`src/rtl/rx_ctrl.sv`:
```
// UART-style serial receiver: 2-flop input synchronizer, mid-bit sampling FSM
// and a single-entry valid/ready output buffer with frame-error and overrun pulses.
module rx_ctrl #(
    parameter int CLKS_PER_BIT = 16,
    parameter int DATA_BW      = 8
) (
    input  logic               clk_i,
    input  logic               rst_i,
    input  logic               rx_i,
    output logic [DATA_BW-1:0] data_o,
    output logic               valid_o,
    input  logic               ready_i,
    output logic               frameErr_o,
    output logic               overrun_o,
    output logic               busy_o
);

    localparam int SCW = $clog2(CLKS_PER_BIT);
    localparam int BCW = $clog2(DATA_BW + 1);

    localparam logic [SCW-1:0] HALF_M1  = SCW'(CLKS_PER_BIT / 2 - 1);
    localparam logic [SCW-1:0] FULL_M1  = SCW'(CLKS_PER_BIT - 1);
    localparam logic [SCW-1:0] SMP_ONE  = SCW'(1);
    localparam logic [SCW-1:0] SMP_ZERO = SCW'(0);
    localparam logic [BCW-1:0] LAST_BIT = BCW'(DATA_BW - 1);
    localparam logic [BCW-1:0] BIT_ONE  = BCW'(1);
    localparam logic [BCW-1:0] BIT_ZERO = BCW'(0);

    localparam logic [2:0] S_IDLE      = 3'd0;
    localparam logic [2:0] S_START     = 3'd1;
    localparam logic [2:0] S_DATA      = 3'd2;
    localparam logic [2:0] S_STOP      = 3'd3;
    localparam logic [2:0] S_WAIT_IDLE = 3'd4;

    logic [1:0]         sync_q;
    logic               rx_s;
    logic [2:0]         state_q,     state_d;
    logic [SCW-1:0]     smp_cnt_q,   smp_cnt_d;
    logic [BCW-1:0]     bit_cnt_q,   bit_cnt_d;
    logic [DATA_BW-1:0] shift_q,     shift_d;
    logic [DATA_BW-1:0] data_q,      data_d;
    logic               valid_q,     valid_d;
    logic               frame_err_q, frame_err_d;
    logic               overrun_q,   overrun_d;
    logic               busy_q,      busy_d;
    logic               xfer_s;

    assign rx_s   = sync_q[1];
    assign xfer_s = valid_q & ready_i;

    // Next-state logic for the receive FSM and the output buffer
    always_comb begin
        state_d     = state_q;
        smp_cnt_d   = smp_cnt_q;
        bit_cnt_d   = bit_cnt_q;
        shift_d     = shift_q;
        data_d      = data_q;
        frame_err_d = 1'b0;
        overrun_d   = 1'b0;

        if (xfer_s) begin
            valid_d = 1'b0;
        end else begin
            valid_d = valid_q;
        end

        case (state_q)
            S_IDLE: begin
                smp_cnt_d = SMP_ZERO;
                bit_cnt_d = BIT_ZERO;
                if (!rx_s) begin
                    state_d = S_START;
                end else begin
                    state_d = S_IDLE;
                end
            end
            S_START: begin
                // A start bit that is gone by mid-bit is treated as a glitch
                if (smp_cnt_q == HALF_M1) begin
                    smp_cnt_d = SMP_ZERO;
                    bit_cnt_d = BIT_ZERO;
                    if (!rx_s) begin
                        state_d = S_DATA;
                    end else begin
                        state_d = S_IDLE;
                    end
                end else begin
                    smp_cnt_d = smp_cnt_q + SMP_ONE;
                end
            end
            S_DATA: begin
                if (smp_cnt_q == FULL_M1) begin
                    smp_cnt_d = SMP_ZERO;
                    shift_d   = {rx_s, shift_q[DATA_BW-1:1]};
                    if (bit_cnt_q == LAST_BIT) begin
                        bit_cnt_d = BIT_ZERO;
                        state_d   = S_STOP;
                    end else begin
                        bit_cnt_d = bit_cnt_q + BIT_ONE;
                    end
                end else begin
                    smp_cnt_d = smp_cnt_q + SMP_ONE;
                end
            end
            S_STOP: begin
                if (smp_cnt_q == FULL_M1) begin
                    smp_cnt_d = SMP_ZERO;
                    if (rx_s) begin
                        state_d = S_IDLE;
                        // A consumer draining the buffer this cycle makes room for the new frame
                        if (!valid_q || ready_i) begin
                            data_d  = shift_q;
                            valid_d = 1'b1;
                        end else begin
                            overrun_d = 1'b1;
                        end
                    end else begin
                        frame_err_d = 1'b1;
                        state_d     = S_WAIT_IDLE;
                    end
                end else begin
                    smp_cnt_d = smp_cnt_q + SMP_ONE;
                end
            end
            S_WAIT_IDLE: begin
                smp_cnt_d = SMP_ZERO;
                bit_cnt_d = BIT_ZERO;
                if (rx_s) begin
                    state_d = S_IDLE;
                end else begin
                    state_d = S_WAIT_IDLE;
                end
            end
            default: begin
                state_d   = S_IDLE;
                smp_cnt_d = SMP_ZERO;
                bit_cnt_d = BIT_ZERO;
            end
        endcase

        busy_d = (state_d != S_IDLE);
    end

    // State, synchronizer and registered outputs
    always_ff @(posedge clk_i) begin
        if (rst_i) begin
            sync_q      <= 2'b11;
            state_q     <= S_IDLE;
            smp_cnt_q   <= SMP_ZERO;
            bit_cnt_q   <= BIT_ZERO;
            shift_q     <= {DATA_BW{1'b0}};
            data_q      <= {DATA_BW{1'b0}};
            valid_q     <= 1'b0;
            frame_err_q <= 1'b0;
            overrun_q   <= 1'b0;
            busy_q      <= 1'b0;
        end else begin
            sync_q      <= {sync_q[0], rx_i};
            state_q     <= state_d;
            smp_cnt_q   <= smp_cnt_d;
            bit_cnt_q   <= bit_cnt_d;
            shift_q     <= shift_d;
            data_q      <= data_d;
            valid_q     <= valid_d;
            frame_err_q <= frame_err_d;
            overrun_q   <= overrun_d;
            busy_q      <= busy_d;
        end
    end

    assign data_o     = data_q;
    assign valid_o    = valid_q;
    assign frameErr_o = frame_err_q;
    assign overrun_o  = overrun_q;
    assign busy_o     = busy_q;

endmodule
```
`config.mk`:
```
export PLATFORM = sky130hd
export DESIGN_NAME = rx_ctrl
export DESIGN_NICKNAME = d
export VERILOG_FILES = /design/src/rtl/rx_ctrl.sv
export SDC_FILE = /design/constraint.sdc
export NUM_CORES = 1
export LEC_CHECK = 0
export ABC_AREA = 1
export CAP_MARGIN = 20
export CORE_ASPECT_RATIO = 0.7
export CORE_MARGIN = 1.5
export CORE_UTILIZATION = 46
export CTS_BUF_LIST = sky130_fd_sc_hd__clkbuf_8
export DETAILED_ROUTE_END_ITERATION = 16
export GPL_ROUTABILITY_DRIVEN = 0
export PLACE_DENSITY = 0.78
export SETUP_SLACK_MARGIN = 0.05
export SYNTH_ARGS = -nofsm -noshare
export SYNTH_HDL_FRONTEND = slang
export SYNTH_SLANG_ARGS = --single-unit
```
`constraint.sdc`:
```
create_clock -name clk_i -period 1.9 [get_ports clk_i]
set_input_delay 0.475 -clock clk_i [delete_from_list [all_inputs] [get_ports clk_i]]
set_output_delay 0.475 -clock clk_i [all_outputs]
set_load 0.005 [all_outputs]
```
---- Word-level counts from Yosys, hierarchy flattened ----
Index checks and enable logic that the tools add are counted.
cells by class
  muxes and demuxes ....................... 22
  equal/unequal tests ..................... 9
  add/sub/neg operators ................... 2
  reductions and logical operators ........ 10
  bitwise operators ....................... 4
operator list
  kind                 number
  $mux 4               5
  $mux 3               5
  $pmux 3 s5           1
  $pmux 4 s3           1
  $add 4x1->4 const B  2
  $eq 4x3->1 const B   2
  $mux 1               8
  $pmux 4 s2           1
  $eq 3x2->1 const B   2
  $eq 4x4->1 const B   1
  $ne 2x2->1 const B   2
  $reduce_and 4->1     1
  $reduce_or 4->1      1
  $eq 3x1->1 const B   1
  $eq 3x3->1 const B   1
  $logic_not 3->1      1
  $not 1->1            3
  $reduce_and 3->1     1
  $reduce_bool 3->1    1
  $reduce_or 3->1      1
  $mux 2               1
  $reduce_and 2->1     1
  $reduce_or 2->1      1
  $and 1x1->1          1
  2 further kinds      2
storage, ports and cells
  register bits ........................... 33
  bits of input ports ..................... 4

---- Logic depth before layout (Yosys ltp) ----
Gate-level depths: netlist (run 1).
  depth after elaboration ................. 6
  gate-level depth with buffers ........... 8

---- Least setup slack after synthesis (run 1) ----
Ideal clock, no wire load.
  path kind ............................... flip-flop to flip-flop
  from .................................... register smp_cnt_q[0]
  to ...................................... register shift_q[0]
  slack ................................... 0.609 ns
  period minus slack after synthesis ...... 1.291 ns
  stages on the path, launching flop included .. 8
  arrival time ............................ 1.175 ns
  data required time ...................... 1.784 ns
  path buffers ............................ 1
  setup time .............................. 0.116 ns
  cells stage by stage .................... dfxtp_1 ha_1 nand3_2 nor2_1 buf_4 inv_2 nor2_1 nor2_1
between the ends
  longest elaborated chain between the ends .. 2
RTL lines
  element                            line  source
  from (decl)                        38    logic [SCW-1:0] smp_cnt_q, smp_cnt_d;
  from (signal assigned)             160   smp_cnt_q <= smp_cnt_d;
  $eq 4x4->1                         92    if (smp_cnt_q == FULL_M1) begin
  $reduce_and 2->1 (no source line)  -
  to (signal assigned)               151   shift_q <= {DATA_BW{1'b0}};
  to (signal assigned)               162   shift_q <= shift_d;
  to (decl)                          40    logic [DATA_BW-1:0] shift_q, shift_d;
Every way passes these cells.
A chain may end at the register's enable or synchronous reset.

---- Worst setup path in the final report (run 1) ----
  from .................................... register data_q[5] (netlist: data_o[5])
  to ...................................... output data_o[5]
RTL lines
  element                 line  source
  from (decl)             41    logic [DATA_BW-1:0] data_q, data_d;
  from (signal assigned)  152   data_q <= {DATA_BW{1'b0}};
  from (signal assigned)  163   data_q <= data_d;
  to (decl)               10    output logic [DATA_BW-1:0] data_o,
No word-level cell between the ends.

==> reports/qor.csv, run 1 <==
metric,value,unit
status,finished clean,
cp_cell_sequence,clkdlybuf4s50_1,
hpwl,1996,um
cts_resized,0,
num_rows,16,
hold_class,flip-flop to flip-flop,
min_period,1606,ps
drv_cap,0,
setup_viol,0,
post-route-period-util,84.51,%
ys_ff_latch,33,
antenna_found_initial,0,
cts_hold_buf,0,
die_y,48.45,um
ir_worst_vdd,0.5076,mV
crit_required,1420,ps
final_cells,235,
ys.flop_type,dfxtp_1,
routed_wl,2757,um
stdcell_area,1668,sq um
synth.avg_cell_area,7.670,sq um
rrSetupSlack,400,ps
skew,11.10,ps
rsz0062_at_grt,false,
layout.nets,204,
syn_inst,177,
place_area,1551,sq um
io_pins,16,
initial_core_util,48.44,%
grt_pass1_vias,1019,
grt_use_total,19.51,%
clk_pin_slew,70,ps
die_area,3291,sq um
fp.coreArea,2803,sq um
reg2reg_from,smp_cnt_q[0]$_SDFF_PP0_,
htree_levels,2,
hold_viol,0,
arrival,1130,ps
setup.worst_path.end,data_o[5],
ys_async_sr_fraction,0,%
cts_tree,built,
cts_buffer_depth,2,
cpLargestDelayFamily,buffers and inverters,
antenna_cells,0,
max_slew.worst_pin.slew,445.8,ps
grt_max_degree,20,
syn_area,1358,sq um
root_buffer,clkbuf_8,
cpMaxStageDelayCell,clkdlybuf4s50_1,
postCtsSetupBuffers,0,
cp-start-kind,flip-flop,
cp_num_cells,1,
crit_fanout,2,
synth-seq-area-share,48.66,%
die_w,67.93,um
portBuffers,15,
reg2reg_to,shift_q[5]$_SDFFE_PP0P_,
place_inst,227,
wl_per_cell,11.73,um
yosysWarnings,0,
slew_headroom,70.25,%
cp-startpoint,data_o[5]$_SDFFE_PP0P_,
p_leak,0.0007291,uW
syn_nets,183,
fmax,622.8,MHz
insertion_delay,290,ps
nFillCells,225,
firstDrtPassIters,4,
power.density,846.4,nW/um^2
area_growth,22.86,%
worstSetupEndpointType,output pin,
grt_pass1_wl,4623,um
ant_nets,0,
drv_slew,0,
max_stage_delay,510,ps
grt-ovfl-total,0,
criticalPathCategory,flip-flop to output pin,
layout-drive-gt1-share,10.55,%
path_buf_inv,1,
cts_sinks,33,
reg2reg_depth,7,
synth_cell_type_count,25,
fin_tns_setup,0,ps
vias_per_cell,5.043,
synth-edff-count,0,
cts_made_buffers,5,
dr.first_iter.drc_count,68,
vias,1185,
drc,0,
==> synth_stat cells, types with 2 or more instances <==
cell,n,area share [%]
a21oi_1,5,1.8
dfxtp_1,33,49
ha_1,2,1.8
inv_1,18,5.0
inv_2,3,0.83
nand2_1,20,5.5
nand3_1,14,5.2
nand3_2,3,2.2
nand4_1,3,1.4
nor2_1,43,12
o21ai_0,15,5.5
o21ai_1,3,1.1
or2_2,2,0.92
xor2_1,2,1.3
==> area by class of cell <==
| cell class | instances | area [sq um] | share of cell area (%) |
|---|---|---|---|
| Multi-Input combinational cell | 120 | 601.8 | 36.08 |
| Clock inverter | 2 | 33.78 | 2.026 |
| Timing Repair Buffer | 17 | 165.2 | 9.902 |
| Inverter | 21 | 78.83 | 4.726 |
| Sequential cell | 33 | 660.6 | 39.61 |
| Clock buffer | 6 | 82.58 | 4.951 |
| Tap cell | 36 | 45.04 | 2.701 |
==> kinds of logic (layout without fill, tap and decap cells) <==
kind of cell,after synthesis,after routing,share of synthesized area [%]
XOR/XNOR,2,2,1.291
AO/OA/AOI/OAI,24,24,9.308
AND/OR/NAND/NOR,92,92,31.89
flip-flops,33,33,48.66
adder cells (fa/ha/maj),2,2,1.843
buffers and inverters,24,46,7.004
==> state kept, by name (all words and copies together) (netlist names) <==
signal / flops
smp_cnt_q: 4
sync_q: 2
valid_o: 1
busy_o: 1
bit_cnt_q: 4
data_o: 8
state_q: 3
shift_q: 8
overrun_o: 1
frameErr_o: 1
==> metrics by stage <==
step | total power [uW] | hold WS [ps] | setup WS [ps] | util (%)
floorplan | 743.9 | 389.5 | 608.8 | -
global placement | 758.3 | 394.0 | 310.9 | 55.36
detailed placement | 759.9 | 397.8 | 225.2 | 55.36
CTS | 1424 | 413.9 | 291.9 | 59.51
global route | 1465 | 436.7 | 246.1 | 59.51
finish | 1412 | 418.8 | 294.3 | 59.51
==> worst register-to-register path, cell delays in order (launching register included) <==
cell and delay (ps):
dfxtp_1 360, ha_1 240, nand3_2 180, nor2_1 190
buf_4 190, inv_2 80, nor2_1 100, nor2_1 60
==> worst min path at each step <==
stage	depth (start not counted)	to	slack, ps	start
floorplan	1	sync_q[1]$_SDFF_PP1_	390	sync_q[0]$_SDFF_PP1_
global placement	1	sync_q[1]$_SDFF_PP1_	390	sync_q[0]$_SDFF_PP1_
detailed placement	1	sync_q[1]$_SDFF_PP1_	400	sync_q[0]$_SDFF_PP1_
CTS	1	sync_q[1]$_SDFF_PP1_	410	sync_q[0]$_SDFF_PP1_
global route	1	sync_q[1]$_SDFF_PP1_	440	sync_q[0]$_SDFF_PP1_
finish	1	sync_q[1]$_SDFF_PP1_	420	sync_q[0]$_SDFF_PP1_
==> power by group <==
part / total, uW / internal [uW] / switching [uW]
sequential: 702 / 697 / 4.88
clock: 665 / 422 / 244
combinational: 44.5 / 19.0 / 25.4
total: 1410 / 1140 / 274
==> layout by cell type (no fill, tap or decap), drive strengths merged <==
cell / netlist / final
ha: 2 / 2
or2: 2 / 2
nand2: 20 / 20
xor2: 2 / 2
clkdlybuf4s50: 0 / 15
nor3b: 1 / 1
nor2: 44 / 44
clkbuf: 0 / 6
nand3b: 1 / 1
nor4: 1 / 1
nand4: 3 / 3
dfxtp: 33 / 33
nor3: 2 / 2
bufinv: 0 / 1
buf: 3 / 2
nand3: 18 / 18
a21oi: 5 / 5
o21ai: 18 / 18
o21bai: 1 / 1
inv: 21 / 22
==> layer usage <==
layer	vias up	track usage, %	share of wire (%)
li1	612	-	-
met1	513	26.34	46
met2	50	26.38	41
met3	10	9.070	10
met4	0	8.667	2.1
met5	-	0	0
Power figures use the tool's default switching activity.
==> run 2: changes to the inputs <==
--- a/config.mk
+++ b/config.mk
@@ -13,7 +13,7 @@
 export CTS_BUF_LIST = sky130_fd_sc_hd__clkbuf_8
 export DETAILED_ROUTE_END_ITERATION = 16
 export GPL_ROUTABILITY_DRIVEN = 0
-export PLACE_DENSITY = 0.78
+export PLACE_DENSITY = 0.8
 export SETUP_SLACK_MARGIN = 0.05
 export SYNTH_ARGS = -nofsm -noshare
 export SYNTH_HDL_FRONTEND = slang
==> constraint.sdc (replaced) <==
create_clock -name clk_i -period 1.4 [get_ports clk_i]
set_input_delay 0.35 -clock clk_i [delete_from_list [all_inputs] [get_ports clk_i]]
set_output_delay 0.35 -clock clk_i [all_outputs]
set_load 0.005 [all_outputs]
==> reports/qor.csv, run 2 (same netlist as run 1, synthesis figures left out) <==
metric,value,unit,change
die_area,3291,sq um,unchanged
antenna_found_initial,0,,unchanged
seq_area,665.6,sq um,+0.76%
ir_worst_vdd,0.5889,mV,+16%
hold_class,flip-flop to flip-flop,,
arrival,1480,ps,+350 ps
max_slew.worst_pin.slew,285.4,ps,-160.4 ps
layout.nets,214,,+4.9%
fin_tns_setup,0,ps,unchanged
criticalPathCategory,flip-flop to flip-flop,,
fmax,767.9,MHz,
cts_buffer_depth,2,,unchanged
clk_pin_slew,60,ps,about the same
rsz0062_at_grt,true,,
vias_per_cell,4.808,,-4.6%
htree_levels,2,,unchanged
grt_pass1_wl,4388,um,-5.1%
drc,0,,unchanged
firstDrtPassIters,4,,unchanged
cts_sinks,33,,unchanged
cp-start-kind,flip-flop,,
die_w,67.93,um,unchanged
grt_use_total,17.81,%,-1.7 points
wl_per_cell,10.87,um,-7.3%
min_period,1302,ps,
dr.first_iter.drc_count,57,,-16%
worstSetupEndpointType,flip-flop,,
nFillCells,251,,+12%
hold_viol,0,,unchanged
crit_fanout,5,,+3
initial_core_util,48.44,%,unchanged
post-route-period-util,93.02,%,
place_inst,234,,+3.1%
layout_setup_ws,97.77,ps,-196.6 ps
drv_slew,0,,unchanged
reg2reg_depth,6,,-1
cts_hold_buf,0,,unchanged
root_buffer,clkbuf_8,,
vias,1178,,-0.59%
routed_wl,2664,um,-3.4%
fp.coreArea,2803,sq um,unchanged
crit_required,1580,ps,+160 ps
portBuffers,15,,unchanged
power.density,954.7,nW/um^2,+13%
die_y,48.45,um,unchanged
final_common_cell,nor2_1,,
grt_max_degree,20,,unchanged
grt_pass1_vias,1004,,-1.5%
min_path_cells,1,,unchanged
area_growth,31.06,%,
io_pins,16,,unchanged
layout_common_cells,"nor2_1 (42), dfxtp_1 (29), nand2_1 (20), inv_1 (18)",,
grt-ovfl-total,0,,unchanged
insertion_delay,280,ps,about the same
ant_nets,0,,unchanged
p_leak,0.0008225,uW,+13%
skew,1.617,ps,-9.479 ps
cts_made_buffers,5,,unchanged
hpwl,1841,um,-7.7%
cts_tree,built,,
status,finished clean,,
final_cells,245,,+4.3%
multiInputGateArea,676.9,sq um,+12%
layout-drive-gt1-share,21.53,%,+11 points
antenna_cells,0,,unchanged
setup_viol,0,,unchanged
drv_cap,0,,unchanged
post-place-ws,-185.8,ps,-411.0 ps
slew_headroom,80.95,%,+11 points
num_rows,16,,unchanged
==> run 2: cell count changes in the layout (fill, tap and decap cells not counted), sizes merged <==
cell	previous run	this run
clkbuf	6	5
inv	22	21
buf	2	11
dlygate4sd2	0	12
clkinvlp	0	1
clkdlybuf4s50	15	3
bufinv	1	0
nand3	18	19
clkinv	0	2
==> run 2: repair_timing <==
item | 4_1_cts | 5_1_grt
pin swaps | 1 | 4
setup buffers | 0 | 2
endpoints found under the setup margin | 35 | 25
resized for setup | 20 | 20
cloned | 0 | 1
==> run 2: stage by stage <==
step	utilization (%)	cell area [sq um]	power (uW)	hold slack (ps)
2_1_floorplan	-	1358	1010	389.5
4_1_cts	60.98	1709	1695	414.4
3_5_place_dp	57.23	1604	1034	398.5
5_1_grt	63.48	1779	1768	434.7
6_report	63.48	1779	1699	412.2
3_3_place_gp	57.23	1604	1033	392.7
==> run 2: critical path: stages, from the launching register on <==
cell     delay, ps
dfxtp_2        350
ha_4           170
nand3_4        140
nor2_4         170
nand3_2        150
o21ai_2        180
nor2_1          50
==> run 2: layout make-up <==
cell class | count | share of cell area, %
clock buffer | 5 | 3.868
sequential | 33 | 37.41
clock inverter | 3 | 0.7736
timing repair buffer | 26 | 12.45
multi-input combinational | 121 | 38.04
tap | 36 | 2.532
inverter | 21 | 4.923
==> run 2: path summary, 6_finish.rpt <==
check	startpoint	endpoint	slack [ps]
min	sync_q[0]$_SDFF_PP1_	sync_q[1]$_SDFF_PP1_	410
max reg2reg	smp_cnt_q[1]$_SDFF_PP0_	data_o[6]$_SDFFE_PP0P_	100
min reg2reg	sync_q[0]$_SDFF_PP1_	sync_q[1]$_SDFF_PP1_	410
max	smp_cnt_q[1]$_SDFF_PP0_	data_o[6]$_SDFFE_PP0P_	100
==> run 2: per-layer routing <==
metal / vias to the layer above / share of wire, % / GRT usage (%) / wire, um
met5: - / 0 / 0 / 0
met4: 0 / 1.2 / 6.333 / 31
met3: 6 / 4.7 / 7.209 / 126
met2: 21 / 41 / 22.82 / 1085
met1: 516 / 53 / 26.60 / 1421
li1: 635 / - / - / -
==> run 2: report_power, final <==
group          switching, uW  internal (uW)
Combinational           38.6           33.8
Clock                    337            337
Sequential              6.88            946
==> run 3: changes to the inputs <==
--- a/config.mk
+++ b/config.mk
@@ -13,7 +13,9 @@
 export CTS_BUF_LIST = sky130_fd_sc_hd__clkbuf_8
 export DETAILED_ROUTE_END_ITERATION = 16
 export GPL_ROUTABILITY_DRIVEN = 0
+export GPL_TIMING_DRIVEN = 0
 export PLACE_DENSITY = 0.8
+export RECOVER_POWER = 100
 export SETUP_SLACK_MARGIN = 0.05
 export SYNTH_ARGS = -nofsm -noshare
 export SYNTH_HDL_FRONTEND = slang
==> reports/qor.csv, run 3 (same netlist as run 1, synthesis figures left out) <==
metric,value,unit,change
status,finished clean,,
cp_cell_sequence,ha_4 -> nand3_4 -> nor2_4 -> nand3_4 -> o21ai_0 -> nor2_1,,
crit_fanout,5,,unchanged
max_slew.worst_pin.slew,337.4,ps,+52.04 ps
criticalPathCategory,flip-flop to flip-flop,,
htree_levels,2,,unchanged
grt-ovfl-total,0,,unchanged
die_area,3291,sq um,unchanged
ir_worst_vdd,0.6792,mV,+15%
insertion_delay,290,ps,about the same
clk_pin_slew,70,ps,about the same
slew_headroom,77.50,%,-3.4 points
grt_max_degree,12,,-40%
area_growth,28.94,%,
final_cells,238,,-2.9%
vias,1189,,+0.93%
layout_common_cells,"nor2_1 (40), dfxtp_1 (30), nand2_1 (19), inv_1 (18), nand3_1 (13)",,
io_pins,16,,unchanged
antenna_found_initial,0,,unchanged
fp.coreArea,2803,sq um,unchanged
hpwl,1759,um,-4.5%
routed_wl,2700,um,+1.4%
antenna_cells,0,,unchanged
multiInputGateArea,663.1,sq um,-2.0%
cpMaxStageDelayCell,dfxtp_2,,
skew,6.602,ps,+4.986 ps
cp-start-kind,flip-flop,,
ant_nets,0,,unchanged
place_inst,227,,-3.0%
root_buffer,clkbuf_8,,
worstSetupEndpointType,flip-flop,,
path_buf_inv,0,,unchanged
power.density,1189,nW/um^2,+24%
cpLargestDelayFamily,simple AND/OR/NAND/NOR gates,,
setup_viol,0,,unchanged
vias_per_cell,4.996,,+3.9%
final_common_cell,nor2_1,,
cts_buffer_depth,2,,unchanged
die_y,48.45,um,unchanged
min_period,1299,ps,-2.888 ps
p_total,2080,uW,+22%
grt_pass1_vias,1009,,+0.50%
hold_viol,0,,unchanged
arrival,1490,ps,about the same
initial_core_util,48.44,%,unchanged
rsz0062_at_grt,true,,
cts_made_buffers,5,,unchanged
p_leak,0.0008001,uW,-2.7%
drv_cap,0,,unchanged
post-route-period-util,92.81,%,-0.21 points
die_w,67.93,um,unchanged
drc,0,,unchanged
layout.nets,207,,-3.3%
fin_util,62.46,%,-1.0 points
cpMostUsedCell,nand3_4,,
num_rows,16,,unchanged
layout-drive-gt1-share,17.33,%,-4.2 points
crit_required,1590,ps,about the same
wl_per_cell,11.34,um,+4.3%
hold_class,input pin to flip-flop,,
cts_sinks,33,,unchanged
drv_slew,0,,unchanged
max_stage_delay,350,ps,about the same
fmax,769.6,MHz,+0.22%
dr.first_iter.drc_count,62,,+8.8%
nFillCells,267,,+6.4%
seq_area,664.4,sq um,-0.19%
grt_pass1_wl,4505,um,+2.7%
portBuffers,14,,-1
cts_tree,built,,
grt_use_total,18.65,%,+0.84 points
firstDrtPassIters,4,,unchanged
[run 3: metrics by stage]
| step | setup WS [ps] | hold slack, ps | cell area, sq um | TNS (ps) |
|---|---|---|---|---|
| final | 100.7 | 379.6 | 1750 | 0 |
| after global routing | 13.44 | 390.1 | 1750 | 0 |
| after CTS | 69.60 | 370.4 | 1704 | 0 |
| after detailed placement | -122.5 | 419.0 | 1543 | -995.7 |
| after global placement | -68.30 | 415.5 | 1543 | -845.1 |
| after floorplan | 108.8 | 389.5 | 1358 | 0 |
[run 3: metal layers]
layer	part of all wire [%]	wire length (um)	global-route usage, %
met5	0	0	0
met4	2.0	53	9.000
met1	52	1408	26.78
met2	41	1097	24.76
met3	5.2	141	6.279
[run 3: final cells by class]
cell class	count	share of cell area, %
inverter	21	4.789
tap	36	2.573
clock buffer	5	3.931
sequential	33	37.96
buffer	3	1.144
multi-input combinational	121	37.88
timing repair buffer	16	8.006
clock inverter	3	3.717
[run 3: power breakdown]
part           leakage (uW)  internal, uW  switching, uW
registers          0.000268           945           6.46
logic              0.000464          23.6           35.5
clock network     0.0000681           707            363
[run 3: what timing repair did]
item	CTS	global route
endpoints found under the setup margin	33	25
hold buffers	0	0
cloned	0	1
setup buffers	1	1
pin swaps	2	1
gates resized for setup	21	21
[run 3: final timing paths]
check / end / depth (start not counted) / slack, ps / from
worst max register to register: data_o[2]$_SDFFE_PP0P_ / 6 / 100 / smp_cnt_q[1]$_SDFF_PP0_
worst min-delay path: bit_cnt_q[2]$_SDFFE_PP0P_ / 2 / 380 / rst_i
worst max-delay path: data_o[2]$_SDFFE_PP0P_ / 6 / 100 / smp_cnt_q[1]$_SDFF_PP0_
worst min register to register: sync_q[1]$_SDFF_PP1_ / 1 / 430 / sync_q[0]$_SDFF_PP1_
